### config.mk
export PLATFORM = sky130hd
export DESIGN_NAME = word_serializer
export DESIGN_NICKNAME = d
export VERILOG_FILES = /design/src/rtl/word_serializer_pkg.sv /design/src/rtl/word_serializer_bit_counter.sv /design/src/rtl/word_serializer.sv
export SDC_FILE = /design/constraint.sdc
export NUM_CORES = 1
export LEC_CHECK = 0
export ABC_AREA = 1
export CORE_MARGIN = 10
export CORE_UTILIZATION = 28
export DETAILED_ROUTE_END_ITERATION = 10
export DONT_BUFFER_PORTS = 1
export PLACE_DENSITY_LB_ADDON = 0.25
export SLEW_MARGIN = 20
export SYNTH_ARGS = -nofsm -noshare
export SYNTH_HDL_FRONTEND = slang
export SYNTH_SLANG_ARGS = --single-unit
### constraint.sdc
create_clock -name clk -period 2.7 [get_ports clk]
set_clock_uncertainty 0.1 [all_clocks]
set_input_delay 0.54 -clock clk [delete_from_list [all_inputs] [get_ports clk]]
set_output_delay 0.54 -clock clk [all_outputs]
set_load 0.01 [all_outputs]
### src/rtl/word_serializer_pkg.sv
// Shared definitions for the word serializer and the register bank it serves.
package word_serializer_pkg;

  // Word width shared with the 32-bit register bank.
  localparam int DEFAULT_WIDTH = 32;

  typedef enum logic {
    ST_IDLE  = 1'b0,
    ST_SHIFT = 1'b1
  } state_t;

  // Bits needed to hold a count from 0 to max inclusive (at least 1).
  function automatic int cnt_bits(input int max);
    return (max < 1) ? 1 : $clog2(max + 1);
  endfunction

endpackage

### src/rtl/word_serializer_bit_counter.sv
// Bit-position counter for the serializer: counts 0..MAX on en, clr wins.
module word_serializer_bit_counter
  import word_serializer_pkg::*;
#(
  parameter int MAX = DEFAULT_WIDTH - 1,
  parameter int CW  = cnt_bits(MAX)
) (
  input  logic          clk,
  input  logic          rst_n,
  input  logic          clr,
  input  logic          en,
  output logic [CW-1:0] count,
  output logic          at_max
);

  assign at_max = (count == CW'(MAX));

  // Count register: clear has priority, and the count returns to 0 explicitly
  // after MAX rather than overflowing through the top of the range.
  // NOTE: sequential state uses non-blocking (<=) so every register samples
  // the pre-edge values of the others, independent of statement order.
  always_ff @(posedge clk or negedge rst_n) begin
    if (!rst_n) begin
      count <= '0;
    end else if (clr) begin
      count <= '0;
    end else if (en) begin
      count <= at_max ? '0 : count + 1'b1;
    end
  end

endmodule

### src/rtl/word_serializer.sv
// Parallel-in, serial-out word transmitter with valid/ready on both sides.
module word_serializer
  import word_serializer_pkg::*;
#(
  parameter int WIDTH     = DEFAULT_WIDTH,
  parameter bit MSB_FIRST = 1'b1
) (
  input  logic             clk,
  input  logic             rst_n,
  input  logic             in_valid,
  output logic             in_ready,
  input  logic [WIDTH-1:0] in_data,
  output logic             ser_out,
  output logic             ser_valid,
  input  logic             ser_ready,
  output logic             ser_first,
  output logic             ser_last,
  output logic             busy
);

  localparam int CW = cnt_bits(WIDTH - 1);

  state_t           state, state_next;
  logic [WIDTH-1:0] shreg, shreg_next, shreg_shifted;
  logic [CW-1:0]    cnt;
  logic             cnt_at_max;
  logic             cnt_clr;
  logic             accept;
  logic             xfer;

  // Handshake terms and frame markers. in_ready depends combinationally on
  // ser_ready so a new word can load on the last-bit transfer with no bubble.
  assign ser_valid = (state == ST_SHIFT);
  assign busy      = (state == ST_SHIFT);
  assign xfer      = ser_valid & ser_ready;
  assign ser_first = ser_valid & (cnt == '0);
  assign ser_last  = ser_valid & cnt_at_max;
  assign in_ready  = (state == ST_IDLE) | (xfer & cnt_at_max);
  assign accept    = in_valid & in_ready;
  assign ser_out   = MSB_FIRST ? shreg[WIDTH-1] : shreg[0];

  // Move the word one place toward the output end, zero-filling behind it,
  // so the register is all zeros once the last bit has gone.
  assign shreg_shifted = MSB_FIRST ? {shreg[WIDTH-2:0], 1'b0}
                                   : {1'b0, shreg[WIDTH-1:1]};

  word_serializer_bit_counter #(
    .MAX (WIDTH - 1),
    .CW  (CW)
  ) u_bit_counter (
    .clk    (clk),
    .rst_n  (rst_n),
    .clr    (cnt_clr),
    .en     (xfer),
    .count  (cnt),
    .at_max (cnt_at_max)
  );

  // Next-state and datapath decode: load on accept, shift on each transfer.
  // NOTE: every signal written here gets a default first, so no path through
  // the case leaves one unassigned and no latch is inferred.
  always_comb begin
    state_next = state;
    shreg_next = shreg;
    cnt_clr    = 1'b0;
    case (state)
      ST_IDLE: begin
        if (accept) begin
          shreg_next = in_data;
          cnt_clr    = 1'b1;
          state_next = ST_SHIFT;
        end
      end
      ST_SHIFT: begin
        if (xfer) begin
          if (cnt_at_max) begin
            cnt_clr = 1'b1;
            if (accept) begin
              shreg_next = in_data;
            end else begin
              shreg_next = shreg_shifted;
              state_next = ST_IDLE;
            end
          end else begin
            shreg_next = shreg_shifted;
          end
        end
      end
      default: begin
        state_next = ST_IDLE;
      end
    endcase
  end

  // State and shift register; reset discards any word in flight.
  always_ff @(posedge clk or negedge rst_n) begin
    if (!rst_n) begin
      state <= ST_IDLE;
      shreg <= '0;
    end else begin
      state <= state_next;
      shreg <= shreg_next;
    end
  end

endmodule

# ---- Word level (Yosys, flattened, before mapping)
# Cells that the tools add are included.
dict set report op_classes {
  mux 15
  n_reduce_logical 3
  n_addsub 1
  n_eq_ne 3
  bitwise_logic 7
}
# op n
set op_table {}
lappend op_table {{$mux W32} 4}
lappend op_table {{$pmux W32 S2} 1}
lappend op_table {{$mux W5} 3}
lappend op_table {{$add A5 B1 Y5 const B} 1}
lappend op_table {{$and A1 B1 Y1} 5}
lappend op_table {{$eq A5 B5 Y1 const B} 1}
lappend op_table {{$logic_not A5 Y1} 1}
lappend op_table {{$mux W1} 5}
lappend op_table {{$pmux W1 S2} 2}
lappend op_table {{$ne A2 B1 Y1 const B} 1}
lappend op_table {{$ne A2 B2 Y1 const B} 1}
lappend op_table {{$reduce_and A2 Y1} 1}
lappend op_table {{$reduce_bool A2 Y1} 1}
lappend op_table {{$not A1 Y1} 1}
lappend op_table {{$or A1 B1 Y1} 1}
dict set report word_totals {
  regBits 38
  word_cells 32
  in_bits 36
  out_inout_bits 6
}

# ---- Logic depth before layout (Yosys ltp)
# Gate-level depths: netlist (run 1).
dict set report logic_depth {
  depth_word 8
  mapped_depth 10
  depth_no_buf 9
}

# ---- Hierarchy
# Synthesis (run 1) repeated with hierarchy kept, for this count alone.
dict set report unflattened {
  hier_cells 326
  hier_area_um2 2204.6
}
# module area_per_inst_um2 n_inst cells_each seq_area_each_um2
set by_module_without_submodules {}
lappend by_module_without_submodules {word_serializer 1915.6 1 287 825.8}
lappend by_module_without_submodules {word_serializer_bit_counter 289.0 1 39 125.1}

# ---- Least setup slack after synthesis (run 1)
# No wires, ideal clock.
dict set report synth_path {
  path_kind {register to output}
  from {reg u_bit_counter.count[0]}
  to {out in_ready}
  path_stages_with_launch 7
  n_path_buf 0
  t_arrival_ns 1.165
  path_slack_ns 0.895
  cell_sequence {dfrtp_1 > ha_1 > nand2_1 > nor2_1 > ha_1 > a21oi_1 > inv_1}
}
dict set report synth_via {
  elab_chain_len 3
}
# element line_no
set synth_lines {}
lappend synth_lines {{start, declared} word_serializer_bit_counter.sv:12} ;# output logic [CW-1:0] count,
lappend synth_lines {{start signal, assigned} word_serializer_bit_counter.sv:28} ;# count <= at_max ? '0 : count + 1'b1;
lappend synth_lines {{$eq A5 B5 Y1} word_serializer_bit_counter.sv:16} ;# assign at_max = (count == CW'(MAX));
lappend synth_lines {{$and A1 B1 Y1} word_serializer.sv:38} ;# assign in_ready = (state == ST_IDLE) | (xfer & cnt_at_max);
lappend synth_lines {{$or A1 B1 Y1} word_serializer.sv:38}
lappend synth_lines {{end, declared} word_serializer.sv:11} ;# output logic in_ready,
# Every way passes these cells.

# ---- Worst setup path in the final report (run 1)
# Same ends and word-level chain as after synthesis.

==> results.md, run 1 <==
- Largest net degree at the start of global routing: 39
- Pwr dens: 747 nW/µm²
- Number of remaining DRC errors: 0
- Post-synthesis cell count: 321
- Chip Width: 109 µm
- Buf/Inv on CP: 1
- Io pins: 42
- Data arrival, critical path: 1.56 ns
- Sequential element share of the synthesized area: 43.0%
- Cell Area, Placed: 2230 µm²
- Fin crit share: 81.4%
- Max VDD drop: 334 µV
- Post-synth EDFFs: 0
- Top cell type's share of synthesized area: 43.0%
- Syn Std Cell Area: 2210 µm²
- Fraction of registers with async set/reset: 100%
- Max clock buf depth: 2
- Final std cell area, no fill: 2370 µm²
- Initial antenna violation count: 0
- Area contributors post-synth: dfrtp_1, nand2_1, nand3_1
- Post-route setup TNS: 0 ns
- Min-Delay Endpoint: busy
- Worst-Skew Late Latency: 0.29 ns
- Htree depth: 2
- Layout fillers: 837
- CP dominant cell by count: ha_1
- Starting Density: 28.6%
- Max cap viols: 0
- Post-synthesis compound-gate area fraction: 1.13%
- Avg Cell Area, Syn: 6.90 µm²
- Synthesized Nets: 360
- CTS Buf Count: 5
- Met2 wire len: 2410 µm
- Most used DFF post-synth: dfrtp_1
- Area leader, netlist: dfrtp_1
- Total routed wirelength: 5360 µm
- Vias/cell: 4.47
- Clk sink count: 38
- Post-route ant nets: 0
- Status: completed
- Distinct cell type count after synthesis: 18
- First-pass GRT wire length: 9160 µm
- Grt total ovfl: 0
- Reg2Reg Setup Slack: 0.65 ns
- Core area: 7730 µm²
- Root buf cell: clkbuf_8
- Static Leak: 1.42 nW
- Hold Startpoint: in_valid
- DR WL/cell: 12.8 µm
- CP endpoint kind: output pin
- XOR/XNOR share of the synthesized area: 0%
- Hold Fails Final Rpt: 0
- Ys Warns: 0
- Crit Path Max Fanout: 4
- Fraction of layout instances using a drive strength above 1: 4.76%
- Row count: 32
- RSZ-0062 raised after global routing: no
- Worst EP required: 2.06 ns
- CTS resizes: 0
- Synthesis-to-finish area growth: 7.24%
- Period minus WS final: 2.20 ns
- Delay-heaviest family, CP: adder cells
- FF-to-FF Start: u_bit_counter.count[1]
- 1st-pass router iterations: 4
- Hold WC Path Type: in -> reg
- Synth cell count leaders: nand2_1, inv_1, nand3_1, dfrtp_1, buf_4
- CP startpoint: u_bit_counter.count[0]
- Startpoint Class: flip-flop
- Met1 wire length: 2530 µm
- Largest family of logic cells by synthesized area: simple AND/OR/NAND/NOR gates
- Ant diodes: 0
- CTS tree: built
- Die area: 11900 µm²
- Hold path depth: 2
- Reg-to-reg endpoint: shreg[17]
- NumNets Final: 354
- DR vias: 1863
- Worst-Margin Slew: 0.608 ns
- Die H: 109 µm
- Dpl hpwl: 3410 µm
- Fin. max-slew vios: 0
- Rel. slew slack: 59.3%
- Highest routed layer: met4
- Largest stage delay on the critical path: 0.41 ns
- Mux contribution to synthesized area: 0%
- Register bit total from synthesis: 38
- GP Congestion: 0.802
- Synth Area in Adders: 1.70%
- F_max: 455 MHz
- Crit path max-delay cell type: dfrtp_1
- I/O Buffers: 0
- Path type of the worst setup path: reg -> out
- All-Layer GR Usage: 9.60%
- Vias in the first global route: 1896
- CP cell instances: ha_1 -> nand2_1 -> nor2_1 -> ha_1 -> a21oi_1 -> inv_1
- Worst reg2reg path depth: 9
- WL met3: 374 µm
- Simple-Gate Fraction of Synth Area: 35.9%
- Top-count cell post-synth: nand2_1
- Reg clk slew, reported paths: 0.07 ns
- Final Setup Violations: 0
- DRT iter0 DRCs: 64
## routing by layer
metal	track usage, %	vias up
met2	14.3	42
met3	3.89	4
li1	-	942
met5	0	-
met4	2.82	0
met1	12.5	875
## how the worst max path moves through the flow
stage	to	slack, ns	cells past startpoint
finish	in_ready	0.50	6
detailed placement	shreg[20]	0.64	9
CTS	in_ready	0.49	6
global route	in_ready	0.33	6
floorplan	in_ready	0.90	6
global placement	shreg[19]	0.71	9
## placed cells by master (no fill, tap or decap), drive strengths merged
master       synthesis  routed
nand2              111     111
dfrtp               38      38
nand4                2       2
nor2                 2       2
dlygate4sd3          0       1
ha                   3       3
clkbuf               2       6
nor3                 1       1
o21ai                4       4
nand3               68      68
bufinv               0       1
a21oi                1       1
inv                 74      74
buf                 15       3
## per-stage QoR
stage	hold slack (ns)	std cells	utilization (%)	power, mW	setup WS [ns]
floorplan	0.144	321	-	1.19	0.895
global placement	0.146	408	28.9	1.26	0.712
detailed placement	0.146	408	28.9	1.27	0.639
CTS	0.260	417	30.7	1.80	0.485
global route	0.285	417	30.7	1.94	0.328
finish	0.268	417	30.7	1.77	0.502
## worst reg2reg max path, delay by kind of cell (launching register included)
family                     cells  cell delay [ns]
and+or+nand+nor                7             1.05
DFF                            1             0.39
adders and majority gates      2             0.40
## final cells by class
class	count	area, µm²	area share [%]
Sequential cell	38	951	40.1
Multi-Input combinational cell	192	857	36.1
Inverter	74	280	11.8
Tap cell	102	128	5.38
Clock buffer	6	82.6	3.48
Timing Repair Buffer	4	45.0	1.90
Clock inverter	1	30.0	1.27
## flip-flops by register name (all words and copies together), names as in the netlist
| signal | flops |
|---|---|
| u_bit_counter.count | 5 |
| busy | 1 |
| shreg | 32 |
## logic make-up after synthesis
kind of cell             after synthesis
flip-flops                            38
AND/OR/NAND/NOR                      184
buffers and inverters                 91
adder cells (fa/ha/maj)                3
AO/OA/AOI/OAI                          5
## power breakdown
group          switching [mW]  leakage, nW  internal, mW  total, mW
sequential              0.105        0.508         0.739      0.844
combinational           0.242        0.851         0.185      0.427
clock                   0.207       0.0573         0.296      0.503
## timing repair
item | CTS | global route
hold buffers | 2 | 0
endpoints found under the hold margin | 38 | 0
buffers inserted | 0 | 0
(Power assumes the default switching activity.)
==> run 2, diff against run 1 <==
==> constraint.sdc (replaced) <==
create_clock -name clk -period 1.95 [get_ports clk]
set_clock_uncertainty 0.1 [all_clocks]
set_input_delay 0.39 -clock clk [delete_from_list [all_inputs] [get_ports clk]]
set_output_delay 0.39 -clock clk [all_outputs]
set_load 0.01 [all_outputs]
==> run 2 against run 1 <==
Against the previous run:
- non-clock buffer count rose by 11
- clock power rose by 13%
- sequential share of layout area fell by 1.9 points
- core utilization rose by 1.6 points
- setup slack got worse by 0.46 ns
- die area did not move
- critical path depth did not move
- global-route usage rose by 0.084 points
- combinational power rose by 55%
- largest power group unchanged
==> results.md, run 2 (synthesis results as in run 1) <==
- GP Congestion: 0.799 (was 0.802)
- Path type of the worst setup path: reg -> out (unchanged)
- Dpl hpwl: 3540 µm (was 3410 µm)
- Crit Path Max Fanout: 4 (unchanged)
- Final setup margin: 0.0395 ns (was 0.502 ns)
- CTS tree: built (unchanged)
- Vias in the first global route: 1990 (was 1896)
- Largest register FFs: 32 (unchanged)
- Starting Density: 28.6% (unchanged)
- I/O Buffers: 0 (unchanged)
- Fin crit share: 98.0%
- Die area: 11900 µm² (unchanged)
- Row count: 32 (unchanged)
- Max VDD drop: 537 µV (was 334 µV)
- Initial antenna violation count: 0 (unchanged)
- Ant diodes: 0 (unchanged)
- Layout fillers: 831 (was 837)
- Static Leak: 1.46 nW (was 1.42 nW)
- Die H: 109 µm (unchanged)
- Synthesis-to-finish area growth: 12.7% (was 7.24%)
- Fin. max-slew vios: 0 (unchanged)
- Root buf cell: clkbuf_8 (unchanged)
- Max cap viols: 0 (unchanged)
- Total routed wirelength: 5460 µm (was 5360 µm)
- Data arrival, critical path: 1.42 ns (was 1.56 ns)
- Core area: 7730 µm² (unchanged)
- Reg clk slew, reported paths: 0.08 ns (was 0.07 ns)
- Crit path max-delay cell type: dfrtp_1 (unchanged)
- Vias/cell: 4.41 (was 4.47)
- All-Layer GR Usage: 9.68% (was 9.60%)
- Reg2Reg Setup Slack: 0.21 ns (was 0.65 ns)
- Hold Fails Final Rpt: 0 (unchanged)
- Number of remaining DRC errors: 0 (unchanged)
- Multi-input logic area: 903 µm² (was 857 µm²)
- RSZ-0062 raised after global routing: yes (was no)
- Post-route setup TNS: 0 ns (unchanged)
- Worst EP required: 1.46 ns (was 2.06 ns)
- Chip Width: 109 µm (unchanged)
- Io pins: 42 (unchanged)
- DP Worst Slack: 0.0943 ns (was 0.639 ns)
- Delay-heaviest family, CP: flip-flops (was adder cells)
- FF+latch area: 951 µm² (unchanged)
- Commonest cells after routing, fill and taps aside: nand2_1, inv_1, nand3_1 (unchanged)
- DRT iter0 DRCs: 74 (was 64)
- Commonest non-fill, non-tap cell in the layout: nand2_1 (unchanged)
- DR WL/cell: 12.7 µm (was 12.8 µm)
- Largest net degree at the start of global routing: 39 (unchanged)
- First-pass GRT wire length: 9230 µm (was 9160 µm)
- CTS Buf Count: 5 (unchanged)
- Clk sink count: 38 (unchanged)
- Hold WC Path Type: in -> reg (unchanged)
- CP cell instances: ha_2 -> nand2_2 -> nor2_4 -> ha_4 -> a21oi_4 -> inv_2 (was ha_1 -> nand2_1 -> nor2_1 -> ha_1 -> a21oi_1 -> inv_1)
- Grt total ovfl: 0 (unchanged)
- 1st-pass router iterations: 4 (unchanged)
- Fraction of layout instances using a drive strength above 1: 10.7% (was 4.76%)
- Htree depth: 2 (unchanged)
- Post-route ant nets: 0 (unchanged)
- Period minus WS final: 1.91 ns
- Max clock buf depth: 2 (unchanged)
- WHS: 0.108 ns (was 0.268 ns)
- NumNets Final: 365 (was 354)
- Largest Register: shreg (unchanged)
- CP endpoint kind: output pin (unchanged)
- Pwr dens: 964 nW/µm² (was 747 nW/µm²)
- Status: completed (unchanged)
- Largest stage delay on the critical path: 0.39 ns (was 0.41 ns)
- Worst-Skew Late Latency: 0.29 ns (about the same)
- Startpoint Class: flip-flop (unchanged)
- Rel. slew slack: 75.6% (was 59.3%)
- F_max: 523 MHz
- Final Setup Violations: 0 (unchanged)
- DR vias: 1892 (was 1863)
- Worst-Margin Slew: 0.366 ns (was 0.608 ns)
- Buf/Inv on CP: 1 (unchanged)
## run 2: routing by layer
| layer | share of wire [%] | global-route usage (%) | wire [µm] | up-vias |
|---|---|---|---|---|
| met3 | 5.4 | 3.19 | 295 | 8 |
| met4 | 0.88 | 3.11 | 48 | 0 |
| met2 | 46 | 15.5 | 2510 | 40 |
| met5 | 0 | 0 | 0 | - |
| li1 | - | - | - | 964 |
| met1 | 48 | 12.0 | 2600 | 880 |
## run 2: worst paths after layout
path / cells after the start / end / start
setup / recovery: 6 / in_ready / u_bit_counter.count[0]
hold / removal: 2 / busy / in_valid
setup reg to reg: 10 / shreg[16] / u_bit_counter.count[0]
hold reg to reg: 2 / shreg[12] / shreg[12]
max in group asynchronous: 2 / shreg[30] / rst_n
min in group asynchronous: 2 / shreg[22] / rst_n
## run 2: worst reg2reg max path: cells and delay by family (launching register included)
family	cells	cell delay, ns
fa+ha+maj	2	0.38
buf+inv	1	0.17
flops	1	0.36
simple gates	7	0.65
## run 2: layout make-up
type / instances / area share (%)
Sequential cell: 38 / 38.1
Multi-Input combinational cell: 192 / 36.2
Inverter: 74 / 11.2
Timing Repair Buffer: 15 / 5.62
Tap cell: 102 / 5.12
Clock buffer: 7 / 3.46
Clock inverter: 1 / 0.201
## run 2: repair_timing
item | 4_1_cts | 5_1_grt
hold endpoints to repair | 38 | 0
endpoints found under the setup margin | 1 | 34
gates resized for setup | 4 | 8
pin swaps | 1 | 2
buffers inserted | 3 | 1
hold buffers | 2 | 0
gates cloned | 0 | 0
## run 2: power breakdown
| group | internal (mW) | switching, mW |
|---|---|---|
| Sequential | 1.02 | 0.149 |
| Clock | 0.285 | 0.282 |
| Combinational | 0.297 | 0.366 |
| Total | 1.61 | 0.798 |
## run 2: stage by stage
| stage | instance area, µm² | power [mW] | utilization [%] | cells |
|---|---|---|---|---|
| floorplan | 2210 | 1.65 | - | 321 |
| global placement | 2300 | 1.77 | 29.7 | 415 |
| detailed placement | 2300 | 1.77 | 29.7 | 415 |
| CTS | 2450 | 2.40 | 31.7 | 428 |
| global route | 2490 | 2.61 | 32.3 | 429 |
| finish | 2490 | 2.40 | 32.3 | 429 |
==> run 3, diff against run 2 <==
--- a/config.mk
+++ b/config.mk
@@ -14,4 +14,5 @@
 export SLEW_MARGIN = 20
 export SYNTH_ARGS = -nofsm -noshare
 export SYNTH_HDL_FRONTEND = slang
+export SYNTH_HIERARCHICAL = 1
 export SYNTH_SLANG_ARGS = --single-unit
==> run 3 against run 2 <==
Against the previous run:
- worst hold slack improved by 0.026 ns
- fmax fell by 0.84%
- final cell count rose by 0.47%
- count of clock-buffer cells in the layout fell by 1
- via count fell by 1.7%
- area after synthesis fell by 0.40%
- largest cell class unchanged
==> results.md, run 3 <==
- RSZ-0062 raised after global routing: yes (unchanged)
- Register bit total from synthesis: 38 (unchanged)
- Post-synth EDFFs: 0 (unchanged)
- Final Setup Violations: 0 (unchanged)
- Worst-Margin Slew: 0.535 ns (was 0.366 ns)
- Hold Fails Final Rpt: 0 (unchanged)
- Chip Width: 109 µm (about the same)
- Worst-Skew Late Latency: 0.29 ns (about the same)
- Sequential Power Share: 49.1% (was 48.8%)
- Logic pwr share: 26.8% (was 27.6%)
- Worst reg2reg path depth: 10 (unchanged)
- Mux contribution to synthesized area: 0% (unchanged)
- Fraction of registers with async set/reset: 100% (unchanged)
- Max VDD drop: 326 µV (was 537 µV)
- Max clock buf depth: 2 (unchanged)
- Power Total: 2.34 mW (was 2.40 mW)
- F_max: 519 MHz (was 523 MHz)
- Total routed wirelength: 5150 µm (was 5460 µm)
- First-pass GRT wire length: 8450 µm (was 9230 µm)
- Synth cell count leaders: nand2_1, inv_1, nand3_1, dfrtp_1, buf_4 (unchanged)
- Ys Warns: 6 (was 0)
- Ant diodes: 0 (unchanged)
- Commonest cells after routing, fill and taps aside: nand2_1, inv_1, nand3_1 (unchanged)
- Die H: 109 µm (about the same)
- Post-synthesis cell count: 326 (was 321)
- Distinct cell type count after synthesis: 17 (was 18)
- Syn Std Cell Area: 2200 µm² (was 2210 µm²)
- Core area: 7690 µm² (was 7730 µm²)
- Max cap viols: 0 (unchanged)
- Startpoint Class: flip-flop (unchanged)
- Period minus WS final: 1.93 ns (was 1.91 ns)
- NumNets Final: 366 (was 365)
- DR WL/cell: 11.9 µm (was 12.7 µm)
- Clk sink count: 38 (unchanged)
- Avg Cell Area, Syn: 6.76 µm² (was 6.90 µm²)
- Grt total ovfl: 0 (unchanged)
- Layout fillers: 861 (was 831)
- Area leader, netlist: dfrtp_1 (unchanged)
- Area contributors post-synth: dfrtp_1, nand2_1, nand3_1 (unchanged)
- Post-route ant nets: 0 (unchanged)
- Hold path depth: 2 (unchanged)
- Data arrival, critical path: 1.44 ns (was 1.42 ns)
- Pwr dens: 949 nW/µm² (was 964 nW/µm²)
- CTS tree: built (unchanged)
- Most used DFF post-synth: dfrtp_1 (unchanged)
- Status: completed (unchanged)
- Largest register FFs: 32 (unchanged)
- Row count: 32 (unchanged)
- Reg clk slew, reported paths: 0.07 ns (was 0.08 ns)
- Number of remaining DRC errors: 0 (unchanged)
- Fin. max-slew vios: 0 (unchanged)
- Final Util: 32.1% (was 32.3%)
- Initial antenna violation count: 0 (unchanged)
- Largest net degree at the start of global routing: 39 (unchanged)
- Sequential element share of the synthesized area: 43.1% (was 43.0%)
- DRT iter0 DRCs: 91 (was 74)
- Hold Startpoint: in_valid (unchanged)
- All-Layer GR Usage: 8.79% (was 9.68%)
- Largest family of logic cells by synthesized area: simple AND/OR/NAND/NOR gates (unchanged)
- Static Leak: 1.46 nW (about the same)
- Synthesized Nets: 364 (was 360)
- XOR/XNOR share of the synthesized area: 0% (unchanged)
- Synthesis-to-finish area growth: 11.8% (was 12.7%)
- Root buf cell: clkbuf_8 (unchanged)
- FF-to-FF Start: u_bit_counter/count[1] (was u_bit_counter.count[0])
- Net switching power: 757 µW (was 798 µW)
- I/O Buffers: 0 (unchanged)
- Top-count cell post-synth: nand2_1 (unchanged)
- Post-synthesis compound-gate area fraction: 1.65% (was 1.13%)
- Die area: 11800 µm² (was 11900 µm²)
- Vias/cell: 4.31 (was 4.41)
- CP endpoint kind: output pin (unchanged)
- CP startpoint: u_bit_counter/count[1] (was u_bit_counter.count[0])
- Switching share of power: 32.4% (was 33.2%)
- Commonest non-fill, non-tap cell in the layout: nand2_1 (unchanged)
- Top cell type's share of synthesized area: 43.1% (was 43.0%)
- Internal power: 1.58 mW (was 1.61 mW)
- FF+latch area: 951 µm² (unchanged)
- DR vias: 1859 (was 1892)
- Clock Power Share: 24.1% (was 23.6%)
- Synth Area in Adders: 1.14% (was 1.70%)
- 1st-pass router iterations: 4 (unchanged)
- Crit Path Max Fanout: 4 (unchanged)
- Dpl hpwl: 3500 µm (was 3540 µm)
- Simple-Gate Fraction of Synth Area: 36.9% (was 35.9%)
- Vias in the first global route: 1789 (was 1990)
- Io pins: 42 (unchanged)
- Largest Register: shreg (unchanged)
- Fin crit share: 98.8% (was 98.0%)
- Path type of the worst setup path: reg -> out (unchanged)
- Rel. slew slack: 64.3% (was 75.6%)
- Multi-input logic area: 897 µm² (was 903 µm²)
- Fraction of layout instances using a drive strength above 1: 9.73% (was 10.7%)
- Starting Density: 28.7% (was 28.6%)
- Post-CTS Setup Repair Bufs: 0 (was 3)
- Worst EP required: 1.46 ns (about the same)
- Hold WC Path Type: in -> reg (unchanged)
- Htree depth: 2 (unchanged)
- CTS Buf Count: 5 (unchanged)
- GP Congestion: 0.811 (was 0.799)
==> run 3: through the flow <==
stage                     area, µm²  setup TNS, ns  setup slack, ns  hold WS [ns]  cells
after global placement         2310              0            0.106      -0.00339    421
final                          2460              0           0.0233         0.134    431
after global routing           2460         -0.242          -0.0546         0.134    431
after detailed placement       2310              0           0.0621      -0.00370    421
after CTS                      2440              0          0.00403         0.123    431
after floorplan                2200              0            0.145      -0.00559    326
==> run 3: metal layers <==
layer  vias to the layer above  global-route usage (%)  routed length, µm  part of all wire, %
met5                         -                       0                  0                    0
met4                         0                    2.26                 45                 0.87
met3                         5                    2.83                274                  5.3
met2                        39                    13.1               2290                   44
met1                       836                    12.0               2540                   49
li1                        979                       -                  -                    -
==> run 3: repair_timing <==
| item | 4_1_cts | 5_1_grt |
|---|---|---|
| hold buffers | 2 | 0 |
| endpoints found under the setup margin | 1 | 17 |
| resized for setup | 3 | 7 |
| pin swaps | 1 | 2 |
| endpoints found under the hold margin | 38 | 0 |
==> run 3: path summary, 6_finish.rpt <==
| check | endpoint | slack, ns |
|---|---|---|
| max | in_ready | 0.02 |
| min | busy | 0.13 |
| max reg2reg | shreg[29] | 0.14 |
| min reg2reg | shreg[6] | 0.38 |
| max in group asynchronous | shreg[2] | 1.07 |
| min in group asynchronous | shreg[5] | 0.49 |
==> run 3: kinds of logic (layout without fill, tap and decap cells) <==
group / Yosys count / count (layout)
AND/OR/NAND/NOR: 189 / 189
buffers and inverters: 92 / 95
flip-flops: 38 / 38
AO/OA/AOI/OAI: 5 / 5
adder cells (fa/ha/maj): 2 / 2
==> run 3: power groups by stage <==
stage / sequential, mW / clock (mW) / combinational, mW
finish: 1.15 / 0.564 / 0.626
global route: 1.18 / 0.632 / 0.747
CTS: 1.15 / 0.588 / 0.633
detailed placement: 1.16 / 0 / 0.606
global placement: 1.16 / 0 / 0.599
floorplan: 1.14 / 0 / 0.486
==> run 3: cell type report <==
| class | instances | area share, % |
|---|---|---|
| Clock buffer | 6 | 3.35 |
| Timing Repair Buffer | 12 | 4.57 |
| Tap cell | 102 | 5.18 |
| Inverter | 75 | 11.4 |
| Multi-Input combinational cell | 196 | 36.4 |
| Clock inverter | 2 | 0.508 |
| Sequential cell | 38 | 38.6 |
==> run 3: worst max-delay path, cell delays in order, from the launching register on <==
cell     delay [ns]
dfrtp_1        0.38
ha_2           0.20
nand2_2        0.07
nor2_1         0.04
ha_2           0.21
a21oi_4        0.18
inv_2          0.07
